## src/rtl/pcs_prbs_pkg.sv

```systemverilog
// Shared PRBS31 definitions for the PCS pattern checker.
package pcs_prbs_pkg;

  localparam int unsigned PRBS31_TAP_A = 31;
  localparam int unsigned PRBS31_TAP_B = 28;

  typedef enum logic [1:0] {
    HUNT,
    CHECK,
    LOCK
  } lane_state_e;

endpackage

```

## src/rtl/pcs_prbs31_chk_lane.sv

```systemverilog
// Single-lane self-synchronising PRBS31 checker with hunt/check/lock tracking
// and a saturating bit-error counter.
module pcs_prbs31_chk_lane
  import pcs_prbs_pkg::*;
#(
  parameter int unsigned HEAD_W    = 2,
  parameter int unsigned DATA_W    = 64,
  parameter int unsigned ERR_CNT_W = 16,
  parameter int unsigned LOCK_N    = 64,
  parameter int unsigned WIN_N     = 64,
  parameter int unsigned BAD_N     = 16
) (
  input  logic                 clk,
  input  logic                 nreset,
  input  logic                 v_i,
  input  logic [HEAD_W-1:0]    head_i,
  input  logic [DATA_W-1:0]    data_i,
  input  logic                 clear_i,
  output logic                 lock_o,
  output logic                 err_v_o,
  output logic [ERR_CNT_W-1:0] err_cnt_o
);

  localparam int unsigned BLK_W  = HEAD_W + DATA_W;
  localparam int unsigned HIST_W = PRBS31_TAP_A;
  localparam int unsigned MM_W   = $clog2(BLK_W + 1);
  localparam int unsigned SUM_W  = ((ERR_CNT_W > MM_W) ? ERR_CNT_W : MM_W) + 1;
  localparam int unsigned GOOD_W = $clog2(LOCK_N + 1);
  localparam int unsigned WIN_W  = $clog2(WIN_N + 1);
  localparam int unsigned BAD_W  = $clog2(BAD_N + 1);

  lane_state_e           state_q;
  logic [HIST_W-1:0]     hist_q, hist_d;
  logic                  hist_v_q;
  logic [GOOD_W-1:0]     good_q, good_inc;
  logic [WIN_W-1:0]      win_q, win_inc;
  logic [BAD_W-1:0]      bad_q, bad_inc;
  logic                  lock_q;
  logic                  err_v_q;
  logic [ERR_CNT_W-1:0]  err_cnt_q, err_cnt_d;

  logic [BLK_W+HIST_W-1:0] ext;
  logic [BLK_W-1:0]        mism;
  logic [MM_W-1:0]         mm_cnt;
  logic [SUM_W-1:0]        sum;
  logic                    blk_err;

  // ext holds the stream oldest-first: history in the low bits, then the block
  // in serial order, so every tap is a fixed offset from the bit under test.
  always_comb begin
    ext    = {data_i, head_i, hist_q};
    mism   = '0;
    mm_cnt = '0;
    for (int unsigned j = 0; j < BLK_W; j++) begin
      mism[j] = ext[HIST_W + j] ^ ext[HIST_W + j - PRBS31_TAP_A]
                                ^ ext[HIST_W + j - PRBS31_TAP_B];
    end
    for (int unsigned j = 0; j < BLK_W; j++) begin
      mm_cnt = mm_cnt + {{(MM_W-1){1'b0}}, mism[j]};
    end
    hist_d  = ext[BLK_W+HIST_W-1:BLK_W];
    blk_err = |mism;

    sum = SUM_W'(err_cnt_q) + SUM_W'(mm_cnt);
    if (|sum[SUM_W-1:ERR_CNT_W]) begin
      err_cnt_d = '1;
    end else begin
      err_cnt_d = sum[ERR_CNT_W-1:0];
    end

    good_inc = good_q + 1'b1;
    win_inc  = win_q + 1'b1;
    bad_inc  = bad_q + BAD_W'(blk_err);
  end

  always_ff @(posedge clk or negedge nreset) begin
    if (!nreset) begin
      state_q   <= HUNT;
      hist_q    <= '0;
      hist_v_q  <= 1'b0;
      good_q    <= '0;
      win_q     <= '0;
      bad_q     <= '0;
      lock_q    <= 1'b0;
      err_v_q   <= 1'b0;
      err_cnt_q <= '0;
    end else begin
      err_v_q <= 1'b0;
      if (clear_i) begin
        err_cnt_q <= '0;
      end
      if (v_i) begin
        hist_q   <= hist_d;
        hist_v_q <= 1'b1;
        if (hist_v_q) begin
          unique case (state_q)
            HUNT, CHECK: begin
              if (blk_err) begin
                state_q <= HUNT;
                good_q  <= '0;
                win_q   <= '0;
                bad_q   <= '0;
              end else if (good_inc == GOOD_W'(LOCK_N)) begin
                state_q <= LOCK;
                lock_q  <= 1'b1;
                good_q  <= '0;
              end else begin
                state_q <= CHECK;
                good_q  <= good_inc;
              end
            end
            LOCK: begin
              err_v_q <= blk_err;
              if (!clear_i) begin
                err_cnt_q <= err_cnt_d;
              end
              // Unlock wins over a window wrap landing on the same block.
              if (bad_inc == BAD_W'(BAD_N)) begin
                state_q <= HUNT;
                lock_q  <= 1'b0;
                good_q  <= '0;
                win_q   <= '0;
                bad_q   <= '0;
              end else if (win_inc == WIN_W'(WIN_N)) begin
                win_q <= '0;
                bad_q <= '0;
              end else begin
                win_q <= win_inc;
                bad_q <= bad_inc;
              end
            end
            default: state_q <= HUNT;
          endcase
        end
      end
    end
  end

  assign lock_o    = lock_q;
  assign err_v_o   = err_v_q;
  assign err_cnt_o = err_cnt_q;

endmodule

```

## config.mk

```make
export PLATFORM = sky130hd
export DESIGN_NAME = pcs_prbs31_chk_lane
export DESIGN_NICKNAME = d
export VERILOG_FILES = /design/src/rtl/pcs_prbs_pkg.sv /design/src/rtl/pcs_prbs31_chk_lane.sv
export SDC_FILE = /design/constraint.sdc
export NUM_CORES = 1
export LEC_CHECK = 0
export CAP_MARGIN = 20
export CELL_PAD_IN_SITES_DETAIL_PLACEMENT = 0
export CELL_PAD_IN_SITES_GLOBAL_PLACEMENT = 1
export CORE_MARGIN = 3
export CORE_UTILIZATION = 35
export DETAILED_ROUTE_END_ITERATION = 16
export PLACE_DENSITY_LB_ADDON = 0.1
export RECOVER_POWER = 100
export SKIP_LAST_GASP = 1
export SLEW_MARGIN = 10
export SYNTH_ARGS = -nofsm -noshare
export SYNTH_HDL_FRONTEND = slang
export SYNTH_SLANG_ARGS = --single-unit
```

## constraint.sdc

```tcl
create_clock -name clk -period 9.19 [get_ports clk]
set_input_delay 1.838 -clock clk [delete_from_list [all_inputs] [get_ports clk]]
set_output_delay 1.838 -clock clk [all_outputs]
set_load 0.02 [all_outputs]
```

==> results of run 1 <==
[placed cells by master (no fill, tap or decap), types with 9 or more instances in the layout]
cell,instances
clkdlybuf4s50_1,60
mux2_2,29
a21oi_1,15
ha_1,32
o21ai_0,15
nand4_1,12
dfrtp_1,71
nand2_1,28
nor2_1,25
dlygate4sd3_1,19
nand3_1,26
clkbuf_16,9
inv_1,85
xnor2_1,41
buf_4,40
fa_1,57
xnor3_1,36
nor3_1,14
a311oi_1,10
xor2_1,11
[critical path, stage by stage]
cell,delay (ps)
clkdlybuf4s50_1,500
xnor2_2,320
xnor2_2,180
fa_1,480
fa_1,550
fa_1,530
inv_1,60
fa_1,500
fa_1,520
inv_1,50
fa_1,470
inv_1,60
fa_1,570
fa_1,460
fa_1,450
inv_1,80
fa_1,190
a21o_1,120
a21oi_1,80
o21bai_1,220
nand3_2,130
buf_4,160
a21oi_1,120
a41oi_1,130
a311oi_1,260
[state kept, by name (all words and copies together) (netlist names), 2 cells and up]
name	cells
good_q	7
err_cnt_o	16
bad_q	5
hist_q	31
state_q	2
win_q	7
[worst max path at each step]
| stage | from | to |
|---|---|---|
| after floorplan | data_i[20] | err_cnt_o[9] |
| after global placement | data_i[8] | err_cnt_o[11] |
| after detailed placement | data_i[18] | err_cnt_o[11] |
| after CTS | data_i[8] | err_cnt_o[14] |
| after global routing | data_i[26] | err_cnt_o[14] |
| final | data_i[18] | err_cnt_o[14] |
[per-stage QoR]
stage | setup WS [ps] | area, um^2 | utilization, % | setup TNS (ps)
finish | 382 | 8700 | 45.9 | 0
global route | 0.282 | 8700 | 45.9 | 0
CTS | 224 | 8630 | 45.5 | 0
detailed placement | -127 | 8320 | 43.9 | -431
global placement | -14.9 | 8320 | 43.9 | -14.9
floorplan | 828 | 6860 | - | 0
[layer usage]
metal / share of wire [%] / global-route usage [%] / wire length (um) / vias up
li1: - / - / - / 2419
met1: 49 / 28.9 / 10000 / 2544
met2: 45 / 31.0 / 9230 / 130
met3: 4.2 / 3.61 / 859 / 22
met4: 1.4 / 4.28 / 295 / 0
met5: 0 / 0 / 0 / -
[logic make-up after synthesis]
family	Yosys count	share of synthesized area, %
mux	31	5.05
simple gates	146	11.4
buf+inv	96	5.44
fa+ha+maj	90	22.8
xor+xnor	100	20.8
compound gates	85	8.67
flops	71	25.9
[what timing repair did]
item | in CTS | in global routing
endpoints found under the hold margin | 0 | 0
setup endpoints to repair | 0 | 16
resized for setup | 0 | 23
setup buffers | 0 | 1
[area by class of cell]
cell class	instances	area [um^2]
clock buffer	10	239
clock inverter	6	68.8
fill	1787	10300
inverter	86	323
multi-input combinational	452	4770
sequential	71	1780
tap	260	325
timing repair buffer	131	1190
==> impl_results.md, run 1 <==
- Clock tree buffer depth: 2
- GRT Residual Overflow: 0
- Area leader, netlist: dfrtp_1
- Hold Fails Final Rpt: 0
- TritonCTS clock tree: yes
- Max Cap Viol: 1
- Min Tclk post-route: 8810 ps
- I/O Buffers: 87
- Most frequent cell after synthesis: inv_1
- Peak Freq: 114 MHz
- Synth Flop Type: dfrtp_1
- Iteration-0 DRC count of the detailed router: 263
- Critical path peak fanout: 3
- Finished Layout Cells: 1016
- Clk_lat worst skew: 350 ps
- Worst path arrival time: 9050 ps
- Die height: 146 um
- Mapped Avg Cell Area: 11.1 um^2
- Area delta synth->final: 26.9%
- Register bit count reported by yosys: 71
- HP Start: lock_o
- CP Capture Type: register
- Die width: 146 um
- Die Area: 0.0213 mm^2
- Hold depth: 1
- Mapped Cells: 619
- Worst-path clk slew: 70 ps
- Mapped Nets: 779
- Critical path class: in2reg
- Slew Limit Fails: 50
- CTS sink cnt: 71
- Top cell type's share of synthesized area: 25.9%
- Post-cts hold buffer count: 0
- Synth area leaders: dfrtp_1 26%, fa_1 17%, xnor3_1 13%, ha_1 5.8%, xnor2_1 5.7%
- Worst r2r path cells: 24
- Vias in the first global route: 5560
- WHS: 503 ps
- Top-level port count: 88
- Outcome: finished with violations
- YS warnings: 0
- Post-route ant nets: 0
- Initial Util: 36.2%
- RePlAce Congestion: 0.901
- Ys async rst share: 100%
- Register area share after synthesis: 25.9%
- Reg-to-Reg End: err_cnt_o[14]
- Via Count: 5115
- Fin nets: 911
- Reg2reg start: hist_q[19]
- First-pass GRT wire length: 32.4 mm
- Row count: 50
- Worst min-delay path class: reg2reg
- Synth unique cells: 57
- Final Cycle Share: 95.8%
- Failing checks: max-capacitance violations, max-slew violations
- Hold path endpoint: lock_o
- Hpwl dp: 16.7 mm
- Layout cell share with drive strength beyond 1: 14.7%
- Top post-synthesis cells by count: 86 x inv_1, 71 x dfrtp_1, 58 x fa_1, 45 x xnor2_1, 40 x xnor3_1
- Post-synth EDFFs: 0
- Headroom to the max-slew limit: -87.7%
- Vias per inst: 5.03
- Drc violations: 0
- Pin count of the biggest net entering global routing: 50
- Placed Cells: 999
- CORE AREA: 0.0190 mm^2
- Antenna diode count: 0
- Skew final: 7.04 ps
- GRT Total Usage: 19.8%
- Critical path data required time: 9430 ps
- Final WL: 20.4 mm
- Root buffer cell: clkbuf_16
- Num CTS Buffers: 9
- Drt wl/cell: 20.1 um
- Critical path launch point type: input port
- First drt pass iteration count: 7
- Final setup vio count: 0
- Worst Tran Pin Value: 2820 ps
- Initial antenna violation count: 0
- Mapped cell area: 0.00686 mm^2
- Reg2reg setup slack: 1910 ps
- H-tree levels: 3
- RSZ-0062 raised after global routing: false
Power of run 1 is left out: the tool's default activity adds up to more than one toggle a clock period on the data nets, which glitch-free logic cannot reach.
==> run 2: changes to the inputs <==
==> constraint.sdc (replaced) <==
create_clock -name clk -period 11.2 [get_ports clk]
set_input_delay 2.24 -clock clk [delete_from_list [all_inputs] [get_ports clk]]
set_output_delay 2.24 -clock clk [all_outputs]
set_load 0.02 [all_outputs]
==> run 2 against run 1 <==
Net effect: the run still ends with max-capacitance violations, max-slew violations left; sequential share of layout area grew 1.0 points; non-clock buffer count fell by 42; cell count fell by 4.2%; critical path depth down 5; routed wire length shrank 1.4%; setup slack better by 1100 ps; register-to-register slack improved by 1600 ps; via count decreased by 2.0%; flip-flop and latch count stayed put; design area is 4.9% lower; core utilization is 2.2 points lower; count of clock-buffer cells in the layout fell by 1; critical endpoint is now err_cnt_o[13]; largest cell class unchanged; highest routed layer unchanged.
==> impl_results.md, run 2 (same netlist as run 1, synthesis figures left out) <==
- Outcome: finished with violations
- Failing checks: max-capacitance violations, max-slew violations
- Worst path cell trace: dlygate4sd3_1 > xnor3_1 > fa_1 > fa_1 > inv_1 > fa_1 > fa_1 > fa_1 > fa_1 > inv_1 > fa_1 > fa_1 > fa_1 > nor2b_1 > o21ai_0 > a21oi_1 > o2111ai_1 > a211oi_1 > nor4bb_1 > nor3_1
- Critical path launch point type: input port
- Pin count of the biggest net entering global routing: 60 (+20%)
- RSZ-0062 raised after global routing: false
- Initial Util: 36.2% (unchanged)
- Slew Limit Fails: 100 (+100%)
- Hold Fails Final Rpt: 0 (unchanged)
- Layout cell share with drive strength beyond 1: 7.15% (-7.5 points)
- Peak Freq: 102 MHz
- Final setup vio count: 0 (unchanged)
- I/O Buffers: 87 (unchanged)
- GRT Residual Overflow: 0 (unchanged)
- Area delta synth->final: 20.7%
- Worst setup startpoint: data_i[8]
- Number of flip-flops in the largest register: 31 (unchanged)
- Worst r2r path cells: 21 (-13%)
- Hpwl dp: 16.5 mm (-0.91%)
- Worst path most repeated cell: fa_1
- Reg2reg setup slack: 3510 ps (+1600 ps)
- CP bufs+invs: 3 (-3)
- Iteration-0 DRC count of the detailed router: 251 (-4.6%)
- Post-route ant nets: 0 (unchanged)
- TNS Setup: 0 ps (unchanged)
- Reg2reg start: hist_q[28]
- Critical path data required time: 11400 ps (+1970 ps)
- CP endpoint: err_cnt_o[13]
- Vias in the first global route: 5360 (-3.6%)
- Final WL: 20.1 mm (-1.4%)
- Die height: 146 um (unchanged)
- Critical path class: in2reg
- Setup bufs post-CTS: 0 (unchanged)
- Critical path peak fanout: 6 (+3)
- Skew final: 7.25 ps (+0.209 ps)
- Die Area: 0.0213 mm^2 (unchanged)
- Antenna diode count: 0 (unchanged)
- Clk_lat worst skew: 350 ps (about the same)
- Drc violations: 0 (unchanged)
- Slowest stage cell, crit path: dlygate4sd3_1
- Min Tclk post-route: 9760 ps
- Commonest cells after routing, fill and taps aside: 86 x inv_1, 71 x dfrtp_1, 66 x clkdlybuf4s50_1
- Worst path arrival time: 9960 ps (+910 ps)
- RePlAce Congestion: 0.907 (+0.74%)
- Row count: 50 (unchanged)
- Slowest stage delay, CP: 620 ps (+50 ps)
- CTS sink cnt: 71 (unchanged)
- CORE AREA: 0.0190 mm^2 (unchanged)
- Final Cycle Share: 87.1%
- Worst-path clk slew: 60 ps (about the same)
- Via Count: 5014 (-2.0%)
- # fillers: 1844 (+3.2%)
- Crit. path cell count: 20 (-20%)
- TritonCTS clock tree: yes
- Vias per inst: 5.15 (+2.4%)
- Root buffer cell: clkbuf_16
- First-pass GRT wire length: 31.8 mm (-2.0%)
- Die width: 146 um (unchanged)
- Fin nets: 869 (-4.6%)
- Clock tree buffer depth: 2 (unchanged)
- Max Cap Viol: 2 (+1)
- Post-cts hold buffer count: 0 (unchanged)
- GRT Total Usage: 19.4% (-0.35 points)
- Top-level port count: 88 (unchanged)
- Worst min-delay path class: reg2reg
- Initial antenna violation count: 0 (unchanged)
- Most common cell after layout, fill and taps aside: inv_1
- Reg-to-Reg End: err_cnt_o[13]
- Largest Register: hist_q
- Post-CTS resize count: 0 (unchanged)
- H-tree levels: 3 (unchanged)
- Num CTS Buffers: 9 (unchanged)
- CP delay by family, top: adder cells
- First drt pass iteration count: 5 (-2)
- Drt wl/cell: 20.6 um (+2.9%)
- Headroom to the max-slew limit: -124% (-37 points)
- CP Capture Type: register
- Worst Tran Pin Value: 3370 ps (+551 ps)
## run 2: changes by cell type in the layout (fill, tap and decap cells not counted), sizes merged
cell	change
buf	-40
clkbuf	-3
clkdlybuf4s50	+6
clkinv	+2
clkinvlp	-1
dlymetal6s2s	-6
inv	-1
## run 2: area by class of cell
cell class              instances  area, um^2  share of cell area, %
multi-input cells             452        4690                   56.7
clock buffers                   9         225                   2.72
inverters                      86         323                   3.90
clock inverters                 6        62.6                  0.756
flip-flops and latches         71        1780                   21.5
well taps                     260         325                   3.93
repair buffers                 89         870                   10.5
## run 2: worst register-to-register path, cell delays in order (launching register included)
cell and delay, ps:
dfrtp_1 430, xnor3_1 470, inv_1 90, fa_1 510, fa_1 520, inv_1 50
fa_1 500, fa_1 540, inv_1 50, fa_1 490, fa_1 560, inv_1 60
fa_1 510, fa_1 530, fa_1 450, nor2b_1 110, o21ai_0 120, a21oi_1 300
o2111ai_1 200, a211oi_1 620, nor4bb_1 360, nor3_1 80
## run 2: routing by layer
layer / vias up / share of wire, % / GRT usage, %
li1: 2323 / - / -
met1: 2532 / 51 / 29.7
met2: 142 / 44 / 28.9
met3: 17 / 4.4 / 3.05
met4: 0 / 1.4 / 5.08
met5: - / 0 / 0
## run 2: worst min path at each step
stage	from	endpoint	slack, ps	depth (start not counted)
final	lock_o	lock_o	500	1
after CTS	good_q[0]	good_q[0]	510	1
after global placement	lock_o	lock_o	490	1
after global routing	lock_o	lock_o	520	1
after floorplan	good_q[0]	good_q[0]	470	1
after detailed placement	lock_o	lock_o	490	1
## run 2: metrics by stage
| step | hold WS, ps | setup WS [ps] | cells | instance area (um^2) | utilization (%) |
|---|---|---|---|---|---|
| floorplan | 472 | 2440 | 619 | 6860 | - |
| global placement | 489 | 1170 | 958 | 8010 | 42.3 |
| detailed placement | 490 | 1140 | 958 | 8010 | 42.3 |
| CTS | 507 | 1480 | 973 | 8300 | 43.8 |
| global route | 521 | 1020 | 973 | 8280 | 43.7 |
| finish | 497 | 1440 | 973 | 8280 | 43.7 |
Power of run 2 is left out for the same reason.
